<file path="src/rtl/alu_sequencer.sv">
// alu_sequencer: multi-cycle add/sub/mul/rem sequencer with valid/ready
// handshakes on both sides; mul is shift-add, rem is restoring division.
module alu_sequencer #(
    parameter int WIDTH = 3
) (
    input  logic               clk,
    input  logic               rst,
    input  logic               in_valid,
    output logic               in_ready,
    input  logic [WIDTH-1:0]   num1,
    input  logic [WIDTH-1:0]   num2,
    input  logic [1:0]         sel,
    output logic               out_valid,
    input  logic               out_ready,
    output logic [2*WIDTH-1:0] result,
    output logic               zeroFlag,
    output logic               divByZeroFlag,
    output logic               busy
);

    localparam int CW = $clog2(WIDTH + 1);

    localparam logic [1:0] IDLE = 2'd0;
    localparam logic [1:0] MUL  = 2'd1;
    localparam logic [1:0] REM  = 2'd2;
    localparam logic [1:0] DONE = 2'd3;

    logic [1:0]         state;
    logic [WIDTH-1:0]   a;
    logic [WIDTH-1:0]   b;
    logic [1:0]         op;
    logic [CW-1:0]      cnt;
    logic [2*WIDTH-1:0] acc;
    logic [WIDTH:0]     r;

    logic [2*WIDTH-1:0] sum;
    logic [2*WIDTH-1:0] diff;
    logic [2*WIDTH-1:0] acc_n;
    logic [WIDTH:0]     rs;
    logic [WIDTH:0]     rn;
    logic [2*WIDTH-1:0] fin;
    logic [CW-1:0]      idx;
    logic               last;
    logic               accept;

    assign in_ready  = (state == IDLE) && !rst;
    assign out_valid = (state == DONE);
    assign busy      = (state == MUL) || (state == REM);
    assign accept    = in_valid && in_ready;

    always_comb begin
        sum   = {{WIDTH{1'b0}}, num1} + {{WIDTH{1'b0}}, num2};
        diff  = {{WIDTH{1'b0}}, num1} - {{WIDTH{1'b0}}, num2};
        acc_n = acc;
        if (b[cnt])
            acc_n = acc + ({{WIDTH{1'b0}}, a} << cnt);
        // restoring division walks dividend bits MSB first
        idx   = CW'(WIDTH - 1) - cnt;
        rs    = {r[WIDTH-1:0], a[idx]};
        rn    = (rs >= {1'b0, b}) ? rs - {1'b0, b} : rs;
        fin   = op[0] ? {{(WIDTH-1){1'b0}}, rn} : acc_n;
        last  = (cnt == CW'(WIDTH - 1));
    end

    always_ff @(posedge clk) begin
        if (rst) begin
            state         <= IDLE;
            a             <= '0;
            b             <= '0;
            op            <= '0;
            cnt           <= '0;
            acc           <= '0;
            r             <= '0;
            result        <= '0;
            zeroFlag      <= 1'b0;
            divByZeroFlag <= 1'b0;
        end else begin
            case (state)
                IDLE: begin
                    if (accept) begin
                        a   <= num1;
                        b   <= num2;
                        op  <= sel;
                        cnt <= '0;
                        case (sel)
                            2'b00: begin
                                result        <= sum;
                                zeroFlag      <= (sum == '0);
                                divByZeroFlag <= 1'b0;
                                state         <= DONE;
                            end
                            2'b01: begin
                                result        <= diff;
                                zeroFlag      <= (diff == '0);
                                divByZeroFlag <= 1'b0;
                                state         <= DONE;
                            end
                            2'b10: begin
                                acc   <= '0;
                                state <= MUL;
                            end
                            default: begin
                                if (num2 == '0) begin
                                    result        <= '0;
                                    zeroFlag      <= 1'b0;
                                    divByZeroFlag <= 1'b1;
                                    state         <= DONE;
                                end else begin
                                    r     <= '0;
                                    state <= REM;
                                end
                            end
                        endcase
                    end
                end
                MUL, REM: begin
                    if (state == MUL)
                        acc <= acc_n;
                    else
                        r <= rn;
                    cnt <= cnt + CW'(1);
                    if (last) begin
                        result        <= fin;
                        zeroFlag      <= (fin == '0);
                        divByZeroFlag <= 1'b0;
                        state         <= DONE;
                    end
                end
                default: begin
                    if (out_ready)
                        state <= IDLE;
                end
            endcase
        end
    end

endmodule

</file>
<file path="config.mk">
export PLATFORM = sky130hd
export DESIGN_NAME = alu_sequencer
export DESIGN_NICKNAME = d
export VERILOG_FILES = /design/src/rtl/alu_sequencer.sv
export SDC_FILE = /design/constraint.sdc
export NUM_CORES = 1
export LEC_CHECK = 0
export CELL_PAD_IN_SITES_DETAIL_PLACEMENT = 1
export CELL_PAD_IN_SITES_GLOBAL_PLACEMENT = 1
export CORE_MARGIN = 1
export CORE_UTILIZATION = 45
export DETAILED_ROUTE_END_ITERATION = 8
export HOLD_SLACK_MARGIN = 0.06
export PLACE_DENSITY_LB_ADDON = 0.1
export SKIP_LAST_GASP = 1
export SLEW_MARGIN = 15
export SYNTH_ARGS = -nofsm -noshare
export SYNTH_HDL_FRONTEND = slang
export SYNTH_SLANG_ARGS = --single-unit
</file>
<file path="constraint.sdc">
create_clock -name clk -period 6.5 [get_ports clk]
set_input_delay 0.65 -clock clk [delete_from_list [all_inputs] [get_ports clk]]
set_output_delay 0.65 -clock clk [all_outputs]
set_load 0.05 [all_outputs]
</file>
== Word-level counts from Yosys, hierarchy flattened ==
Index checks and enable logic that the tools add are counted.
Storage, ports and cells
  input bits: 12
  register bits: 28
  output and inout port bits: 11
  word-level logic and storage cells: 97
Operators by class
  multiplexer cells: 39
  add/sub/neg operators: 6
  shifts and indexed selects: 1
  equal/unequal tests: 16
  reduce and logical (&&, ||, !) cells: 22
  magnitude comparators: 3
Operator list (count)
  $mux 6: 8
  $pmux 6 s2: 2
  $logic_not 6->1: 3
  $pmux 6 s3: 1
  $reduce_and 5->1: 3
  $ne 2x2->1 const B: 7
  $mux 3: 4
  $pmux 2 s2: 3
  $mux 1: 9
  $eq 2x2->1 const B: 4
  $mux 2: 4
  $add 6x6->6: 1
  $lt 2x3->1 const B: 2
  $pmux 1 s2: 3
  $pmux 3 s2: 1
  $shl 3x2->6: 1
  $add 3x3->4: 1
  $bmux 1 s2: 2
  $eq 2x1->1 const B: 2
  $ge 4x3->1: 1
  $logic_not 2->1: 2
  $mux 4: 1
  $ne 4x1->1 const B: 1
  $reduce_and 2->1: 2
  17 further kinds: 19

== Logic depth before layout (Yosys ltp) ==
Gate-level depths: netlist of the first run.
  depth after elaboration: 9
  mapped depth: 14

== Worst setup path before layout of the first run ==
No wires, ideal clock.
  path kind: register -> register
  start point: register cnt[0]
  end point: register zeroFlag
  library setup time: 0.073 ns
  buffers on the path: 1
  setup slack: 3.590 ns
  data arrival time: 2.838 ns
  required time: 6.427 ns
  cell stages (with the launch flop): 15
  cell sequence: dfxtp_1 buf_4 inv_1 ha_1 mux2i_1 o22a_1 ha_1 inv_1 fa_1 a21oi_1 o21a_1 mux2i_1 mux2i_1 a2111o_1 o22ai_2
On the way
  word-level cells in the longest chain between the ends: 9
  elaborated cells between the ends (all ways): 18
  classes of those cells: 3 x add/sub; 1 x order compare; 2 x eq/ne; 1 x shift; 9 x mux; 2 x reduce/logical
RTL lines
  start, declared: RTL line 32  | logic [CW-1:0] cnt;
  start signal, assigned: RTL line 121  | cnt <= cnt + CW'(1);
  $sub 2x2->2: RTL line 58  | idx = CW'(WIDTH - 1) - cnt;
  $bmux 1 s2: RTL line 59  | rs = {r[WIDTH-1:0], a[idx]};
  $mux 1 (not written as such): RTL line 59
  $sub 4x3->4 / $ge 4x3->1 (equally long branches): RTL line 60  | rn = (rs >= {1'b0, b}) ? rs - {1'b0, b} : rs;
  $mux 4: RTL line 60
  $mux 6: RTL line 61  | fin = op[0] ? {{(WIDTH-1){1'b0}}, rn} : acc_n;
  $logic_not 6->1: RTL line 124  | zeroFlag <= (fin == '0);
  $mux 1: RTL line 122  | if (last) begin
  $pmux 1 s2: RTL line 78  | case (state)
  end signal, assigned: RTL line 88  | zeroFlag <= (sum == '0);
  end signal, assigned: RTL line 94  | zeroFlag <= (diff == '0);
  end signal, assigned: RTL line 124
  end, declared: RTL line 16  | output logic zeroFlag,
Several ways; a longest one is shown, not always the timed one. The select of a mux whose other input is x is not followed.
A chain may end at the register's enable or synchronous reset.

== Worst setup path in the final report of the first run ==
Same ends and word-level chain as after synthesis.

==> summary.md, run 1 <==
| Metric | Value |
|---|---|
| Number of violations reported at the end of detailed-routing iteration 0 | 121 |
| Total number of nets in the final design | 316 |
| Setup crit end | zeroFlag |
| Filler cell count | ~540 |
| Cts hold-fix bufs | 0 |
| Routability congestion estimate from global placement | 0.8805 |
| Fin Setup TNS | 0 ns |
| Final worst path period share | 0.5093 |
| CTS tree | yes |
| CP Data Required Time | between 6 and 7 ns |
| Async S/R FF share, synth | 0 |
| Largest net degree at the start of global routing | 32 |
| Deepest level of the CTS H-tree | 1 |
| Count of mapped cells out of synthesis | 264 |
| Routed len/inst | 17.08 um |
| Share of layout cells above drive strength 1 | 0.03929 |
| Worst-Skew Late Latency | 0.29 ns |
| FF+latch area | 560.5 um2 |
| Sort of element at the end of the critical path | register |
| Worst setup path category | reg2reg |
| Pwr Total | 876.1 uW |
| Start of the worst register-to-register path | cnt[0] |
| Starting Density | 0.4756 |
| Clk buf depth | 2 |
| Met2 wire length | 2583 um |
| Number of antenna violations at the first check in global routing | 0 |
| Clock edge transition at the registers on the reported setup and hold paths | about 0.11 ns |
| Detailed Route WL | 5672 um |
| Power density of the placed cells | 363.6 nW/um2 |
| Placeable core region | about 4400 um2 |
| Wire length of the first global-routing pass | 9604 um |
| Buffer cell driving the clock tree root | sky130_fd_sc_hd__clkbuf_8 |
| Horiz. Die Dim | 70.31 um |
| Yosys warning total | 0 |
| RSZ-0062 raised after global routing | no |
| Total congestion overflow | 0 |
| Number of global-route vias before repair | 1976 |
| Flip-flop and latch count after synthesis | 28 |
| Port Buffers | 22 |
| Clock sink count | 28 |
| Slack of the worst reg-to-reg path | 3.19 ns |
| Number of rows created at floorplan | 24 |
| Delay of the slowest cell on the worst path | slightly above 0.5 ns |
| Post-DP HPWL | approximately 4400 um |
| Total setup buffers inserted after CTS | 0 |
| Post-Route M1 WL | 2885 um |
| VDD IR max | 0.2166 mV |
| # Max-Cap Violations | 0 |
| Maximum clock frequency | ~300 MHz |
| Total die area | 4943 um2 |
| Count of unresolved DRC violations after routing | 0 |
| Final Hold Vio Count | 0 |
| Vert. Die Dim | between 70 and 80 um |
| Cell Area, Synth | 2100 um2 |
| Nets in the synthesized netlist | 299 |
| Reg2reg end | zeroFlag |
| Worst min-delay path class | reg2reg |
| GR Util All Layers | 0.2438 |
| Sequential fraction of the synthesis area | 0.2670 |
| Cell with the most instances on the worst path | sky130_fd_sc_hd__mux2i_1 |
| I/O pins | 23 |
| Met3 wire len | 101 um |
| Pin slew with the least headroom to its limit | 0.6942 ns |
| Number of buffers created by CTS | 3 |
| Number of distinct standard cells referenced by the synthesized netlist | 48 |
| Total of endpoints with negative setup slack in the final report | 0 |
| Resized cells post-CTS | 0 |
| Highest net fanout along the worst path | 9 |
| Syn_area_per_cell | 7.953 um2 |
| Min Tclk post-route | ~3.3 ns |
| Beginning of the critical path | cnt[0] |
| Worst Setup Start Kind | register |
| Leading register cell type out of synthesis | sky130_fd_sc_hd__dfxtp_1 |
| Chain of cells forming the critical path | inv_1 > ha_1 > mux2i_1 > o22a_1 > ha_1 > inv_1 > fa_1 > a21oi_1 > o21a_1 > mux2i_1 > mux2i_1 > a2111o_1 > o22ai_2 |
| Pins Over Slew Limit | 0 |
| Tightest slew margin relative to the limit | 0.5330 |
| Number of enable flip-flop cells after synthesis | 0 |
| Area added between synthesis and finish | 14.78% |
| Router iterations before antenna repair | 4 |
| Count of vias placed by the detailed router | 1957 |
| Worst R2R Path Depth | 13 |
| CP max stage cell | sky130_fd_sc_hd__dfxtp_1 |
| Antenna Violating Nets Remaining | 0 |
| Number of antenna repair diodes | 0 |
| Arrival time reported for the critical path endpoint | about 3.5 ns |
| Area of combinational cells with multiple inputs | between 1000 and 1500 um2 |
| Uppermost layer routed | met4 |
| P_leak | 0.001029 uW |
| Via-per-instance ratio | 5.895 |
| Final setup skew | 0.01029 ns |
| Result of the run | completed |
## where the power goes
part           internal (uW)  switching (uW)
combinational            176             310
clock                   82.7            62.6
sequential               210            35.3
total                    469             408
## logic make-up after synthesis
kind of cell,synth area share
flip-flops,0.2670
AND/OR/NAND/NOR,0.2044
buffers and inverters,0.05780
XOR/XNOR,0.02920
multiplexers,0.05900
adder cells (fa/ha/maj),0.1514
AO/OA/AOI/OAI,0.2312
## area by class of cell
class / count / share of cell area
well taps: 52 / 0.02700
flip-flops and latches: 28 / 0.2326
multi-input cells: 207 / 0.5883
clock inverters: 1 / 0.01246
clock buffers: 3 / 0.01713
repair buffers: 23 / 0.09450
inverters: 18 / 0.02804
## worst min-delay path by stage
stage                   start         to  slack, ns  depth (start not counted)
global placement    result[4]  result[4]       0.48                          2
CTS                 result[4]  result[4]       0.51                          2
global route         state[0]   state[0]       0.55                          2
finish              result[4]  result[4]       0.51                          2
floorplan                a[1]       a[1]       0.46                          2
detailed placement  result[4]  result[4]       0.49                          2
## synthesized netlist by cell type (3+ instances only)
cell                       instances  area share
sky130_fd_sc_hd__nand3_1           4      0.0095
sky130_fd_sc_hd__a22oi_1           6       0.021
sky130_fd_sc_hd__nor2_1           35       0.063
sky130_fd_sc_hd__a21o_1            4       0.014
sky130_fd_sc_hd__dfxtp_1          28        0.27
sky130_fd_sc_hd__nand2_1          29       0.052
sky130_fd_sc_hd__a21oi_1          23       0.055
sky130_fd_sc_hd__o21ai_0           8       0.019
sky130_fd_sc_hd__inv_1            18       0.032
sky130_fd_sc_hd__mux2i_1           9       0.043
sky130_fd_sc_hd__nor3_1            8       0.019
sky130_fd_sc_hd__nand2b_1          3      0.0089
sky130_fd_sc_hd__o21a_1            4       0.014
sky130_fd_sc_hd__mux2_2            3       0.016
sky130_fd_sc_hd__nand3b_1          5       0.018
sky130_fd_sc_hd__o31ai_1           4       0.014
sky130_fd_sc_hd__clkbuf_1          5      0.0089
sky130_fd_sc_hd__ha_1             19        0.11
sky130_fd_sc_hd__xor2_1            5       0.021
sky130_fd_sc_hd__fa_1              4       0.038
sky130_fd_sc_hd__buf_2             4      0.0095
## metrics by stage
step / util / area [um2] / worst slack (ns) / std cells / hold slack (ns)
global placement: 0.5298 / 2338 / 3.382 / 328 / 0.4799
finish: 0.5459 / 2410 / 3.190 / 332 / 0.5057
global route: 0.5459 / 2410 / 2.931 / 332 / 0.5456
detailed placement: 0.5298 / 2338 / 3.234 / 328 / 0.4888
floorplan: - / 2100 / 3.590 / 264 / 0.4604
CTS: 0.5459 / 2410 / 3.207 / 332 / 0.5084
## routing by layer
metal  global-route usage  vias to the layer above
met4              0.08222                        0
met1               0.3422                      953
met5                    0                        -
met3              0.02886                       10
met2               0.3841                       30
li1                     -                      964
## flip-flops by register name (all words and copies together), names as in the netlist, 2 cells and up
register  count
state         2
b             3
cnt           2
r             3
result        6
acc           6
a             3
## critical path: cells and delay by family (launching register included)
kind / cells / cell delay [ns]
compound gates: 5 / 1.10
fa+ha+maj: 3 / 0.89
mux: 3 / 0.58
flops: 1 / 0.51
buf+inv: 2 / 0.19
## cells in the final DEF (no fill, tap or decap), types with 3 or more instances in the layout
cell,Yosys,layout
sky130_fd_sc_hd__nor2_1,35,35
sky130_fd_sc_hd__inv_1,18,18
sky130_fd_sc_hd__nand2_1,29,29
sky130_fd_sc_hd__mux2i_1,9,9
sky130_fd_sc_hd__a22oi_1,6,6
sky130_fd_sc_hd__a21o_1,4,4
sky130_fd_sc_hd__dfxtp_1,28,28
sky130_fd_sc_hd__a21oi_1,23,23
sky130_fd_sc_hd__o21a_1,4,4
sky130_fd_sc_hd__clkbuf_8,0,3
sky130_fd_sc_hd__nand3b_1,5,5
sky130_fd_sc_hd__nand2b_1,3,3
sky130_fd_sc_hd__nand3_1,4,4
sky130_fd_sc_hd__mux2_2,3,3
sky130_fd_sc_hd__ha_1,19,19
sky130_fd_sc_hd__xor2_1,5,5
sky130_fd_sc_hd__clkdlybuf4s50_1,0,22
sky130_fd_sc_hd__nor3_1,8,8
sky130_fd_sc_hd__fa_1,4,4
sky130_fd_sc_hd__o21ai_0,8,8
sky130_fd_sc_hd__o31ai_1,4,4
(Power assumes the default switching activity.)
==> run 2, diff against run 1 <==
CORE_UTILIZATION = 42   (was 45)
clock period = 3.3 ns   (was 6.5 ns; I/O delays follow)
==> summary.md, run 2 (synthesis results as in run 1) <==
| Metric | Value |
|---|---|
| Routability congestion estimate from global placement | 0.7991 (was 0.8805) |
| Cell with the most instances on the worst path | sky130_fd_sc_hd__mux2i_1 (unchanged) |
| CP Data Required Time | 3.52 ns (was 6.73 ns) |
| Total congestion overflow | 0 (unchanged) |
| VDD IR max | 0.3574 mV (was 0.2166 mV) |
| Placeable core region | 4755 um2 (was 4414 um2) |
| Buffer cell driving the clock tree root | sky130_fd_sc_hd__clkbuf_8 (unchanged) |
| Router iterations before antenna repair | 4 (unchanged) |
| Most common cell after layout, fill and taps aside | sky130_fd_sc_hd__nor2_1 (unchanged) |
| Post-DP HPWL | 4511 um (was 4369 um) |
| Arrival time reported for the critical path endpoint | 3.33 ns (was 3.54 ns) |
| Maximum clock frequency | 321.3 MHz (was 302.1 MHz) |
| Count of unresolved DRC violations after routing | 0 (unchanged) |
| Share of layout cells above drive strength 1 | 0.05282 (was 0.03929) |
| Largest net degree at the start of global routing | 31 (was 32) |
| CTS tree | yes (unchanged) |
| Clk buf depth | 2 (unchanged) |
| Number of antenna violations at the first check in global routing | 0 (unchanged) |
| Antenna Violating Nets Remaining | 0 (unchanged) |
| Buffers plus inverters on the worst setup path | 2 (unchanged) |
| Most frequent cells in the layout | sky130_fd_sc_hd__nor2_1, sky130_fd_sc_hd__nand2_1, sky130_fd_sc_hd__dfxtp_1, sky130_fd_sc_hd__a21oi_1, sky130_fd_sc_hd__clkdlybuf4s50_1 (unchanged) |
| Dpl ws | 0.2553 ns (was 3.234 ns) |
| RSZ-0062 raised after global routing | no (unchanged) |
| Worst setup slack after layout | 0.1878 ns (was 3.190 ns) |
| Cell Area, Placed | 2387 um2 (was 2338 um2) |
| Result of the run | completed (unchanged) |
| Vert. Die Dim | 72.70 um (was 70.31 um) |
| Deepest level of the CTS H-tree | 1 (unchanged) |
| Total of endpoints with negative setup slack in the final report | 0 (unchanged) |
| Pins Over Slew Limit | 0 (unchanged) |
| Chain of cells forming the critical path | inv_1 > ha_1 > mux2i_1 > o22a_1 > ha_1 > inv_1 > fa_1 > a21oi_1 > o21a_1 > mux2i_1 > mux2i_1 > a2111o_1 > o22ai_2 (unchanged) |
| Horiz. Die Dim | 72.70 um (was 70.31 um) |
| Total number of nets in the final design | 320 (was 316) |
| Worst min-delay path class | reg2reg (unchanged) |
| P_leak | 0.001043 uW (was 0.001029 uW) |
| Min Tclk post-route | 3.112 ns (was 3.310 ns) |
| Tightest slew margin relative to the limit | 0.5357 (was 0.5330) |
| Routed len/inst | 16.13 um (was 17.08 um) |
| Cts hold-fix bufs | 0 (unchanged) |
| Final worst path period share | 0.9431 (was 0.5093) |
| Post-route cell area | 2442 um2 (was 2410 um2) |
| # Max-Cap Violations | 0 (unchanged) |
| Final setup skew | 0.002925 ns (was 0.01029 ns) |
| Area added between synthesis and finish | 16.33% (was 14.78%) |
| Fin Setup TNS | 0 ns (unchanged) |
| CP max stage cell | sky130_fd_sc_hd__a2111o_1 (was sky130_fd_sc_hd__dfxtp_1) |
| Worst Setup Start Kind | register (unchanged) |
| Registers with the most flip-flops | acc (6), result (6) (unchanged) |
| I/O pins | 23 (unchanged) |
| Highest net fanout along the worst path | 3 (was 9) |
| Power density of the placed cells | 683.3 nW/um2 (was 363.6 nW/um2) |
| Kind of cell with the highest combined delay on the critical path | compound AO/OA/AOI/OAI gates (unchanged) |
| Clock edge transition at the registers on the reported setup and hold paths | 0.10 ns (was 0.11 ns) |
| Clock sink count | 28 (unchanged) |
| Resized cells post-CTS | 0 (unchanged) |
| Pin slew with the least headroom to its limit | 0.6900 ns (was 0.6942 ns) |
| Worst setup path category | reg2reg (unchanged) |
| Number of rows created at floorplan | 25 (was 24) |
| Via-per-instance ratio | 5.453 (was 5.895) |
| Count of vias placed by the detailed router | 1914 (was 1957) |
| Final Hold Vio Count | 0 (unchanged) |
| Port Buffers | 22 (unchanged) |
| Number of violations reported at the end of detailed-routing iteration 0 | 59 (was 121) |
| GR Util All Layers | 0.2352 (was 0.2438) |
| Number of global-route vias before repair | 1936 (was 1976) |
| Worst-Skew Late Latency | 0.28 ns (was 0.29 ns) |
| Total die area | 5285 um2 (was 4943 um2) |
| Starting Density | 0.4416 (was 0.4756) |
| Sort of element at the end of the critical path | register (unchanged) |
| Delay of the slowest cell on the worst path | 0.43 ns (was 0.51 ns) |
| Number of buffers created by CTS | 3 (unchanged) |
| Detailed Route WL | 5660 um (was 5672 um) |
| Number of antenna repair diodes | 0 (unchanged) |
| Wire length of the first global-routing pass | 9535 um (was 9604 um) |
| Total setup buffers inserted after CTS | 0 (unchanged) |
## run 2: cell types whose count changed in the layout (fill, tap and decap cells not counted), sizes merged
cell and change:
buf +4, bufinv -1, clkbuf +1
## run 2: layer usage
| metal | routed length (um) | vias to the layer above | global-route usage |
|---|---|---|---|
| li1 | - | 967 | - |
| met3 | 115 | 5 | 0.02072 |
| met1 | 2810 | 922 | 0.3212 |
| met5 | 0 | - | 0 |
| met2 | 2671 | 20 | 0.3998 |
| met4 | 61 | 0 | 0.05882 |
## run 2: worst paths after layout
path	startpoint	to	slack, ns	cells past startpoint
min	result[2]	result[2]	0.50	2
min reg2reg	result[2]	result[2]	0.50	2
max	cnt[0]	zeroFlag	0.19	13
max reg2reg	cnt[0]	zeroFlag	0.19	13
## run 2: through the flow
step           power, uW    util  std cells  hold WS (ns)
3_5_place_dp        1454  0.5021        347        0.4825
6_report            1669  0.5137        351        0.5015
5_1_grt             1792  0.5137        351        0.5500
2_1_floorplan       1190       -        264        0.4290
4_1_cts             1680  0.5137        351        0.5064
3_3_place_gp        1438  0.5021        347        0.4819
## run 2: worst reg2reg max path, delay by kind of cell (launching register included)
family	cells	cell delay (ns)
buffers and inverters	2	0.12
adders and majority gates	3	0.88
DFF	1	0.34
AOI/OAI and AO/OA	5	1.13
muxes	3	0.59
## run 2: area by class of cell
cell class	count	area, um2
fill	605	2312
multi-input combinational	207	1418
sequential	28	560.5
timing repair buffer	27	257.7
tap	67	83.83
inverter	18	67.56
clock buffer	4	55.05
## run 2: power breakdown
group          total [uW]  switching [uW]  internal (uW)
Sequential            472            58.4            414
Combinational         979             621            358
Clock                 218             111            107
